===== src/rtl/keypad_operand_loader.sv =====
`default_nettype none
// ============================================================================
// Module      : keypad_operand_loader
// Description : Consumer side of the keypad scanner handshake. Strobes KeyRd,
//               captures two assembled words as operands A and B, and offers
//               the pair to the MAC datapath with a valid/ready handshake.
// Revision    : 1.0 - initial release
// ============================================================================
module keypad_operand_loader #(
    parameter int OP_W  = 16,
    parameter int CNT_W = 8
) (
    input  logic             Clock,
    input  logic             PB2,
    input  logic             KeyEn,
    input  logic             Clr,
    input  logic             data_ready,
    input  logic [OP_W-1:0]  mem_reg,
    input  logic             op_ready,
    output logic             KeyRd,
    output logic [OP_W-1:0]  op_a,
    output logic [OP_W-1:0]  op_b,
    output logic             op_valid,
    output logic [CNT_W-1:0] pair_cnt,
    output logic [3:0]       led
);

    typedef enum logic [2:0] {
        S_WAIT_A  = 3'b001,
        S_GAP_A   = 3'b010,
        S_WAIT_B  = 3'b011,
        S_PRESENT = 3'b100
    } state_t;

    localparam logic [CNT_W-1:0] c_CNT_ONE = {{(CNT_W-1){1'b0}}, 1'b1};

    state_t           r_state;
    state_t           w_state_next;
    logic             r_dr_q;
    logic             r_keyrd;
    logic [OP_W-1:0]  r_op_a;
    logic [OP_W-1:0]  r_op_b;
    logic             r_op_valid;
    logic [CNT_W-1:0] r_pair_cnt;
    logic [2:0]       r_led_code;

    logic             w_dr_rise;
    logic             w_keyrd_next;
    logic [OP_W-1:0]  w_op_a_next;
    logic [OP_W-1:0]  w_op_b_next;
    logic             w_op_valid_next;
    logic [CNT_W-1:0] w_pair_cnt_next;

    assign w_dr_rise = data_ready & ~r_dr_q;

    // Next-state and next-output decode; Clr overrides every state.
    always_comb begin
        w_state_next    = r_state;
        w_keyrd_next    = 1'b0;
        w_op_a_next     = r_op_a;
        w_op_b_next     = r_op_b;
        w_op_valid_next = r_op_valid;
        w_pair_cnt_next = r_pair_cnt;

        if (Clr) begin
            w_state_next    = S_WAIT_A;
            w_op_valid_next = 1'b0;
        end else begin
            case (r_state)
                S_WAIT_A: begin
                    w_keyrd_next = KeyEn;
                    if (w_dr_rise) begin
                        w_op_a_next  = mem_reg;
                        w_keyrd_next = 1'b0;
                        w_state_next = S_GAP_A;
                    end
                end
                S_GAP_A: begin
                    // The capture edge already dropped KeyRd; re-arming it on
                    // the way out keeps the deassertion to exactly one cycle.
                    w_keyrd_next = KeyEn;
                    w_state_next = S_WAIT_B;
                end
                S_WAIT_B: begin
                    w_keyrd_next = KeyEn;
                    if (w_dr_rise) begin
                        w_op_b_next     = mem_reg;
                        w_keyrd_next    = 1'b0;
                        w_op_valid_next = 1'b1;
                        w_state_next    = S_PRESENT;
                    end
                end
                S_PRESENT: begin
                    if (r_op_valid && op_ready) begin
                        w_op_valid_next = 1'b0;
                        w_pair_cnt_next = r_pair_cnt + c_CNT_ONE;
                        w_state_next    = S_WAIT_A;
                    end
                end
                default: begin
                    w_state_next    = S_WAIT_A;
                    w_op_valid_next = 1'b0;
                end
            endcase
        end
    end

    // State and datapath registers with synchronous active-low reset.
    always_ff @(posedge Clock) begin
        if (!PB2) begin
            r_state    <= S_WAIT_A;
            r_dr_q     <= 1'b1;
            r_keyrd    <= 1'b0;
            r_op_a     <= '0;
            r_op_b     <= '0;
            r_op_valid <= 1'b0;
            r_pair_cnt <= '0;
            r_led_code <= 3'b000;
        end else begin
            r_state    <= w_state_next;
            r_dr_q     <= data_ready;
            r_keyrd    <= w_keyrd_next;
            r_op_a     <= w_op_a_next;
            r_op_b     <= w_op_b_next;
            r_op_valid <= w_op_valid_next;
            r_pair_cnt <= w_pair_cnt_next;
            // LED state field reads dark while in reset and for the cycle
            // right after it, then tracks the live state code.
            r_led_code <= w_state_next;
        end
    end

    assign KeyRd    = r_keyrd;
    assign op_a     = r_op_a;
    assign op_b     = r_op_b;
    assign op_valid = r_op_valid;
    assign pair_cnt = r_pair_cnt;
    assign led      = {r_op_valid, r_led_code};

endmodule
`default_nettype wire

===== config.mk =====
export PLATFORM = sky130hd
export DESIGN_NAME = keypad_operand_loader
export DESIGN_NICKNAME = d
export VERILOG_FILES = /design/src/rtl/keypad_operand_loader.sv
export SDC_FILE = /design/constraint.sdc
export NUM_CORES = 1
export LEC_CHECK = 0
export ABC_AREA = 1
export CORE_MARGIN = 2
export CORE_UTILIZATION = 46
export CTS_BUF_LIST = sky130_fd_sc_hd__clkbuf_4
export DETAILED_ROUTE_END_ITERATION = 7
export PLACE_DENSITY_LB_ADDON = 0.15
export RECOVER_POWER = 25
export SLEW_MARGIN = 5
export SYNTH_ARGS = -nofsm -noshare
export SYNTH_HDL_FRONTEND = slang
export SYNTH_SLANG_ARGS = --single-unit
export TNS_END_PERCENT = 10

===== constraint.sdc =====
create_clock -name Clock -period 1.55 [get_ports Clock]
set_clock_uncertainty 0.15 [all_clocks]
set_input_delay 0.2325 -clock Clock [delete_from_list [all_inputs] [get_ports Clock]]
set_output_delay 0.2325 -clock Clock [all_outputs]
set_load 0.02 [all_outputs]

After elaboration in Yosys (flattened, before gate mapping)
Cells that the tools add are included.
{"block": "classes", "n_eq_ne": 6, "muxes": 10, "n_reduce_logical": 8, "n_addsub": 1, "bitwise_logic": 5}
{"op": "3-bit 2-to-1 mux", "n": 4}
{"op": "3-bit one-hot mux with 4 select lines", "n": 1}
{"op": "3-bit AND reduction", "n": 4}
{"op": "8-bit by 1-bit adder with 8-bit output (second input constant)", "n": 1}
{"op": "3-bit by 2-bit equality test with 1-bit output (second input constant)", "n": 2}
{"op": "2-bit OR reduction", "n": 3}
{"op": "2-bit inequality test (second input constant)", "n": 2}
{"op": "1-bit NOT", "n": 4}
{"op": "3-bit by 1-bit equality test with 1-bit output (second input constant)", "n": 1}
{"op": "3-bit equality test (second input constant)", "n": 1}
{"op": "1-bit 2-to-1 mux", "n": 3}
{"op": "1-bit one-hot mux with 3 select lines", "n": 1}
{"op": "1-bit one-hot mux with 2 select lines", "n": 1}
{"op": "1-bit bitwise AND", "n": 1}
{"op": "1-bit logical AND", "n": 1}
{"block": "totals", "elab_cells": 38, "inputBits": 22, "output_inout_bits": 46, "register_bits": 49}

Longest topological paths before layout
Gate-level depths: netlist of the first run.
{"block": "depth", "ltp_word": 5, "ltp_mapped": 8, "ltp_nobuf": 8}

Least setup slack after synthesis of the first run
No wires, ideal clock.
{"block": "synth_path", "path_type": "flip-flop to flip-flop", "start": "reg r_op_valid, in the netlist op_valid", "end": "reg r_pair_cnt[5], in the netlist pair_cnt[5]", "path_slack_ps": 206, "stages_incl_launch_ff": 9, "synth_period_minus_slack_ps": 1344, "path_buffers": 1, "required_time_ps": 1290, "setup_ps": 110, "arrival_time_ps": 1084, "path_cell_list": "dfxtp_1 -> nand2_1 -> inv_1 -> nand2_1 -> nor2_2 -> buf_4 -> nand4_1 -> nand2_1 -> nor2_1"}
{"block": "synth_between", "elab_chain_len": 2}
{"element": "from (decl)", "line_no": "43", "rtl": "logic r_op_valid;"}
{"element": "from (signal assigned)", "line_no": "125", "rtl": "r_op_valid <= w_op_valid_next;"}
{"element": "1-bit logical AND", "line_no": "94", "rtl": "if (r_op_valid && op_ready) begin"}
{"element": "3-bit AND reduction (no line)"}
{"element": "to (signal assigned)", "line_no": "126", "rtl": "r_pair_cnt <= w_pair_cnt_next;"}
{"element": "to (decl)", "line_no": "44", "rtl": "logic [CNT_W-1:0] r_pair_cnt;"}
No other way between the ends.
A chain may end at the register's enable or synchronous reset.

==> results of run 1 <==
worst paths after layout:
check / to / cells after the start
setup / recovery: led[1] / 1
setup reg to reg: pair_cnt[5] / 8
hold reg to reg: op_valid / 2
hold / removal: KeyRd / 3
kinds of logic after synthesis:
group,synth area share (%)
compound gates,11.8
xor+xnor,0.458
fa+ha+maj,0.653
buf+inv,9.54
flops,49.2
simple gates,28.4
layer usage:
metal / track usage [%] / up-vias
met5: 0 / -
met2: 32.7 / 49
met1: 23.2 / 777
li1: - / 944
met3: 5.19 / 5
met4: 7.50 / 0
sequential cells by signal, indices dropped and copies added, names as in the netlist:
register,count
r_state,3
KeyRd,1
op_valid,1
r_led_code,1
r_dr_q,1
op_b,16
op_a,16
pair_cnt,8
layout by cell type, fill, tap and decap left out:
cell / synthesis / routed
clkbuf_2: 0 / 1
clkdlybuf4s15_1: 0 / 5
inv_2: 1 / 1
nand2_4: 2 / 2
dlygate4sd2_1: 0 / 40
clkinv_4: 0 / 1
nand3b_1: 1 / 1
ha_1: 1 / 1
clkinv_1: 0 / 1
nor2_2: 4 / 2
xnor2_1: 1 / 1
inv_1: 16 / 16
clkdlybuf4s50_1: 0 / 21
inv_6: 1 / 2
o21ai_0: 24 / 24
nand2_1: 41 / 41
nor2_1: 74 / 76
nor3_4: 1 / 1
clkbuf_4: 0 / 7
o21ai_1: 11 / 11
clkbuf_1: 3 / 1
nand3_1: 7 / 7
buf_4: 4 / 7
a21oi_1: 10 / 10
dfxtp_1: 47 / 47
nand4_1: 1 / 1
cell type report:
type,count,area share (%)
flip-flops and latches,47,36.1
well taps,50,2.40
multi-input cells,178,30.1
clock inverters,2,0.480
inverters,19,3.12
clock buffers,6,1.73
repair buffers,76,26.1
worst min-delay path, cell delays in order:
cell and delay (ns):
clkdlybuf4s50_1 0.40, nand2_1 0.07, nor2_1 0.04
timing repair:
action,in CTS,in global routing
setup buffers,0,0
resized for setup,46,8
endpoints found under the setup margin,46,7
power by group through the flow:
stage | registers, uW | logic (uW) | clock network [uW]
2_1_floorplan | 1290 | 80.4 | 0
4_1_cts | 1240 | 206 | 603
6_report | 1240 | 205 | 582
3_3_place_gp | 1270 | 217 | 0
5_1_grt | 1240 | 227 | 655
3_5_place_dp | 1270 | 219 | 0
per-stage QoR:
stage	utilization (%)	total power (uW)	cell area [sq um]	hold WS [ns]
floorplan	-	1370	1910	0.208
global placement	65.3	1480	2610	0.310
detailed placement	65.3	1490	2610	0.317
CTS	65.3	2050	2610	0.249
global route	65.2	2130	2610	0.267
finish	65.2	2030	2610	0.270
==> flow_summary.json, run 1 <==
{
  "cts_inserted_buffers": 5,
  "rsz0062_at_grt": "false",
  "synth_area_sq_um": 1910,
  "synth_area_leaders": "dfxtp_1 (49%), nor2_1 (15%), nand2_1 (8.0%)",
  "syn_inst": 256,
  "clockRootBuffer": "clkbuf_4",
  "dp_cells": 370,
  "synth-edff-count": 0,
  "syn_nets": 279,
  "tns_ns": 0,
  "synthArstFlopShare_pct": 0,
  "row_count": 23,
  "yosysMostFrequentCell": "nor2_1",
  "htree_num_levels": 2,
  "wire_per_inst_microns": 11.3,
  "hold_path.startpoint": "KeyEn",
  "p_seq_share_pct": 61.2,
  "path_cells": "clkdlybuf4s15_1",
  "drtIter0Drc": 105,
  "max-clock-path-buffers": 2,
  "met1Wirelength_microns": 1910,
  "syn2layout_area_growth_pct": 36.2,
  "grt_pass1_wl_microns": 6750,
  "power_frac_clock_pct": 28.7,
  "clkSinkCount": 47,
  "p_int_uw": 1520,
  "max-vdd-ir-drop_v": 0.000582,
  "fillers": 388,
  "highest-signal-layer": "met4",
  "ys_ff_latch": 47,
  "multiInputGateArea_sq_um": 786,
  "route.detailed.drc": 0,
  "core_area_sq_um": 4000,
  "final_cells": 378,
  "start_kind": "register",
  "grt_max_degree": 39,
  "fin_crit_ns": 1.50,
  "critPathRequiredTime_ns": 1.17,
  "status": "finished clean",
  "synth_common_cells": "nor2_1 (74), dfxtp_1 (47), nand2_1 (41), o21ai_0 (24), inv_1 (16)",
  "dieArea_sq_um": 4690,
  "synth_top_area_cell": "dfxtp_1",
  "r2r_slack_ns": 0.13,
  "fin_crit_sh_pct": 96.7,
  "regArea_sq_um": 941,
  "cts_tree": "built",
  "gp_congestion": 0.757,
  "p_leak_uw": 0.00121,
  "crit_arrival_ns": 1.12,
  "maxSlewViolCount": 0,
  "met3_length_microns": 295,
  "port_buffers": 67,
  "crit_family": "flip-flops",
  "antennaDiodeCount": 0,
  "avgSynthCellArea_sq_um": 7.48,
  "postRouteAntennaNets": 0,
  "routed_wl_microns": 4270,
  "cpPeakStageDelay_ns": 0.44,
  "worstSetupStartpoint": "r_state[1]",
  "synth.distinct_cells": 24,
  "drt-pass1-iter-count": 4,
  "power_density_nw_per_um2": 778,
  "dpl.hpwl_microns": 3090,
  "crit_slowest_cell": "dfxtp_1",
  "clock_latency_ns": 0.34,
  "max_freq_mhz": 667,
  "overflow": 0,
  "min_path_type": "in2reg",
  "pwr-share-comb_pct": 10.1,
  "critPathBufInv": 1,
  "worst_slack_ns": 0.0518,
  "grt_pass1_vias": 1561,
  "r2r_start": "r_state[0]",
  "pre_cts_ws_ns": -0.271,
  "path_class": "reg2out",
  "via_per_inst": 4.70,
  "relSlewSlack_pct": 58.8,
  "yosys_warnings": 0,
  "p_sw_uw": 505,
  "hold_viol": 0,
  "vias": 1775,
  "chipHeight_microns": 68.5,
  "drive_gt1_share_pct": 7.32,
  "setup_viol": 0,
  "fin_nets": 350,
  "drv_cap": 0,
  "cts_hold_buf": 0,
  "antenna_found_initial": 0,
  "end_kind": "output port",
  "synth-main-ff-cell": "dfxtp_1",
  "cp_max_fo": 6,
  "synth_top_area_share_pct": 49.2,
  "start_util_pct": 47.9,
  "switching_share_pct": 24.9,
  "grt_usage_pct": 19.3,
  "ys_seq_area_share_pct": 49.2,
  "worst_pin_slew_ns": 0.618,
  "clk_pin_slew_worst_paths_ns": 0.13,
  "wl_met2_microns": 2010,
  "io_pins": 68,
  "die_x_microns": 68.5
}
Note: power is estimated with default switching activity, not from simulation.
==> run 2, diff against run 1 <==
Settings changed: CTS_CLUSTER_SIZE set to 12, TNS_END_PERCENT 10 to 100.
==> results of run 2 <==
No change in the layout: final DEF, timing and power equal those of run 1.
==> run 3, diff against run 2 <==
Settings changed: ABC_AREA 1 to unset.
==> run 3 against run 2 <==
- design area rose by 8.8%
- synthesized cell count fell by 20%
- core utilization increased by 4.7 points
- highest routed layer unchanged
==> flow_summary.json, run 3 <==
{
  "io_pins": 68,
  "antennaDiodeCount": 0,
  "worst_pin_slew_ns": 0.305,
  "clk_pin_slew_worst_paths_ns": 0.13,
  "synth_xor_area_share_pct": 0.444,
  "setup_viol": 0,
  "fin_nets": 307,
  "syn_inst": 206,
  "dieArea_sq_um": 4830,
  "max-vdd-ir-drop_v": 0.000536,
  "gp_congestion": 0.812,
  "via_per_inst": 5.17,
  "clkSinkCount": 47,
  "start_util_pct": 48.6,
  "synth_area_sq_um": 1970,
  "ys_ff_latch": 47,
  "core_area_sq_um": 4060,
  "status": "finished clean",
  "antenna_found_initial": 0,
  "port_buffers": 67,
  "synthMuxAreaShare_pct": 17.8,
  "synth_top_family_by_area": "simple AND/OR/NAND/NOR gates",
  "tns_ns": 0,
  "power_density_nw_per_um2": 687,
  "synth-simple-area-share_pct": 22.7,
  "fillers": 357,
  "postRouteAntennaNets": 0,
  "min_path_type": "in2reg",
  "row_count": 23,
  "syn_nets": 229,
  "critPathRequiredTime_ns": 1.70,
  "rsz0062_at_grt": "true",
  "yosysMostFrequentCell": "nand2_1",
  "final_cells": 334,
  "drt-pass1-iter-count": 4,
  "max-clock-path-buffers": 2,
  "yosys_warnings": 0,
  "crit_arrival_ns": 1.66,
  "dpl.hpwl_microns": 3150,
  "syn2layout_area_growth_pct": 43.9,
  "synth.distinct_cells": 35,
  "final_common_cell": "nand2_1",
  "clockRootBuffer": "clkbuf_4",
  "synth_area_leaders": "dfxtp_1 (48%), mux2i_1 (18%), nand2_1 (10%)",
  "end_kind": "register",
  "start_kind": "register",
  "wire_per_inst_microns": 13.6,
  "relSlewSlack_pct": 79.5,
  "path_cells": "nand4bb_4 > or4_4 > a21oi_2",
  "final_util_pct": 69.9,
  "fin_crit_ns": 1.51,
  "synth_top_area_share_pct": 47.7,
  "grt_pass1_vias": 1595,
  "synth_top_area_cell": "dfxtp_1",
  "crit_slowest_cell": "or4_4",
  "grt_max_degree": 56,
  "multiInputGateArea_sq_um": 952,
  "place_area_sq_um": 2750,
  "chipHeight_microns": 69.5,
  "synthAdderAreaFrac_pct": 0.635,
  "clock_latency_ns": 0.35,
  "grt_pass1_wl_microns": 7470,
  "drive_gt1_share_pct": 16.9,
  "cp_max_fo": 7,
  "fin_crit_sh_pct": 97.6,
  "hold_ws_ns": 0.229,
  "cts_tree": "built",
  "synth-edff-count": 0,
  "max_freq_mhz": 661,
  "die_x_microns": 69.5,
  "cpPeakStageDelay_ns": 0.56,
  "path_class": "reg2reg",
  "hold_viol": 0,
  "regArea_sq_um": 956,
  "synth-main-ff-cell": "dfxtp_1",
  "final_cell_mix": "nand2_1 (53), dlygate4sd2_1 (41), dfxtp_1 (39)",
  "p_leak_uw": 0.00131,
  "grt_usage_pct": 19.0,
  "synth_common_cells": "nand2_1 (53), dfxtp_1 (47), mux2i_1 (35), a21oi_1 (7), nand2b_1 (6)",
  "ys_seq_area_share_pct": 47.7,
  "htree_num_levels": 2,
  "route.detailed.drc": 0,
  "vias": 1727,
  "synthArstFlopShare_pct": 0,
  "overflow": 0,
  "synth_compound_area_share_pct": 4.63,
  "finish.instance_area_sq_um": 2840,
  "dp_cells": 324,
  "drv_cap": 0,
  "maxSlewViolCount": 0,
  "avgSynthCellArea_sq_um": 9.57,
  "drtIter0Drc": 119,
  "cts_inserted_buffers": 5,
  "routed_wl_microns": 4530
}
==> run 3: cell count changes in the layout (fill, tap and decap cells not counted), moves of 7 or more <==
| cell | before | now |
|---|---|---|
| nor2_1 | 76 | 1 |
| mux2i_1 | 0 | 35 |
| o21ai_0 | 24 | 4 |
| inv_1 | 16 | 3 |
| nand2_1 | 41 | 53 |
| o21ai_1 | 11 | 0 |
| dfxtp_1 | 47 | 39 |
| buf_4 | 7 | 14 |
==> run 3: per-stage QoR <==
step	total power, uW	worst slack [ns]
after floorplan	1340	0.0285
after global placement	1450	-0.368
after detailed placement	1450	-0.416
after CTS	1970	-0.0353
after global routing	2040	-0.0150
final	1950	0.0366
==> run 3: what timing repair did <==
action                                 4_1_cts  5_1_grt
hold buffers                                 1        0
resized for setup                           51       23
gates cloned                                 0        1
setup endpoints to repair                   65       29
buffers inserted                             0        1
endpoints found under the hold margin        1        0
pin swaps                                    1        6
==> run 3: layout make-up <==
| cell class | count | area share [%] |
|---|---|---|
| tap | 50 | 2.20 |
| sequential | 47 | 33.7 |
| timing repair buffer | 87 | 28.5 |
| clock buffer | 5 | 1.32 |
| clock inverter | 2 | 0.309 |
| inverter | 3 | 0.397 |
| multi-input combinational | 140 | 33.6 |
==> run 3: routing by layer <==
metal  vias to the layer above  global-route usage, %  share of wire (%)
li1                        861                      -                  -
met1                       804                   22.8                 43
met2                        55                   31.4                 48
met3                         7                   7.12                7.0
met4                         0                   6.10                1.6
met5                         -                      0                  0
==> run 3: final timing paths <==
check | startpoint | endpoint | slack, ns | cells past startpoint
worst max-delay path | r_state[0] | pair_cnt[5] | 0.04 | 3
worst min-delay path | Clr | r_led_code[0] | 0.23 | 3
worst max register to register | r_state[0] | pair_cnt[5] | 0.04 | 3
worst min register to register | op_a[11] | op_a[11] | 0.32 | 2
==> run 3: where the power goes <==
group | internal [uW] | switching (uW)
Combinational | 98.9 | 89.3
Sequential | 1220 | 7.59
Clock | 162 | 372
Total | 1480 | 469
==> run 3: cell families after synthesis <==
group	count (synthesis)
muxes	35
AOI/OAI and AO/OA	16
and+or+nand+nor	87
buffers and inverters	19
xor gates and xnor gates	1
DFF	47
adders and majority gates	1
==> run 3: critical path: cells and delay by family (launching register included) <==
family	cells	cell delay (ns)
AO/OA/AOI/OAI	1	0.12
flip-flops	1	0.34
AND/OR/NAND/NOR	2	0.85
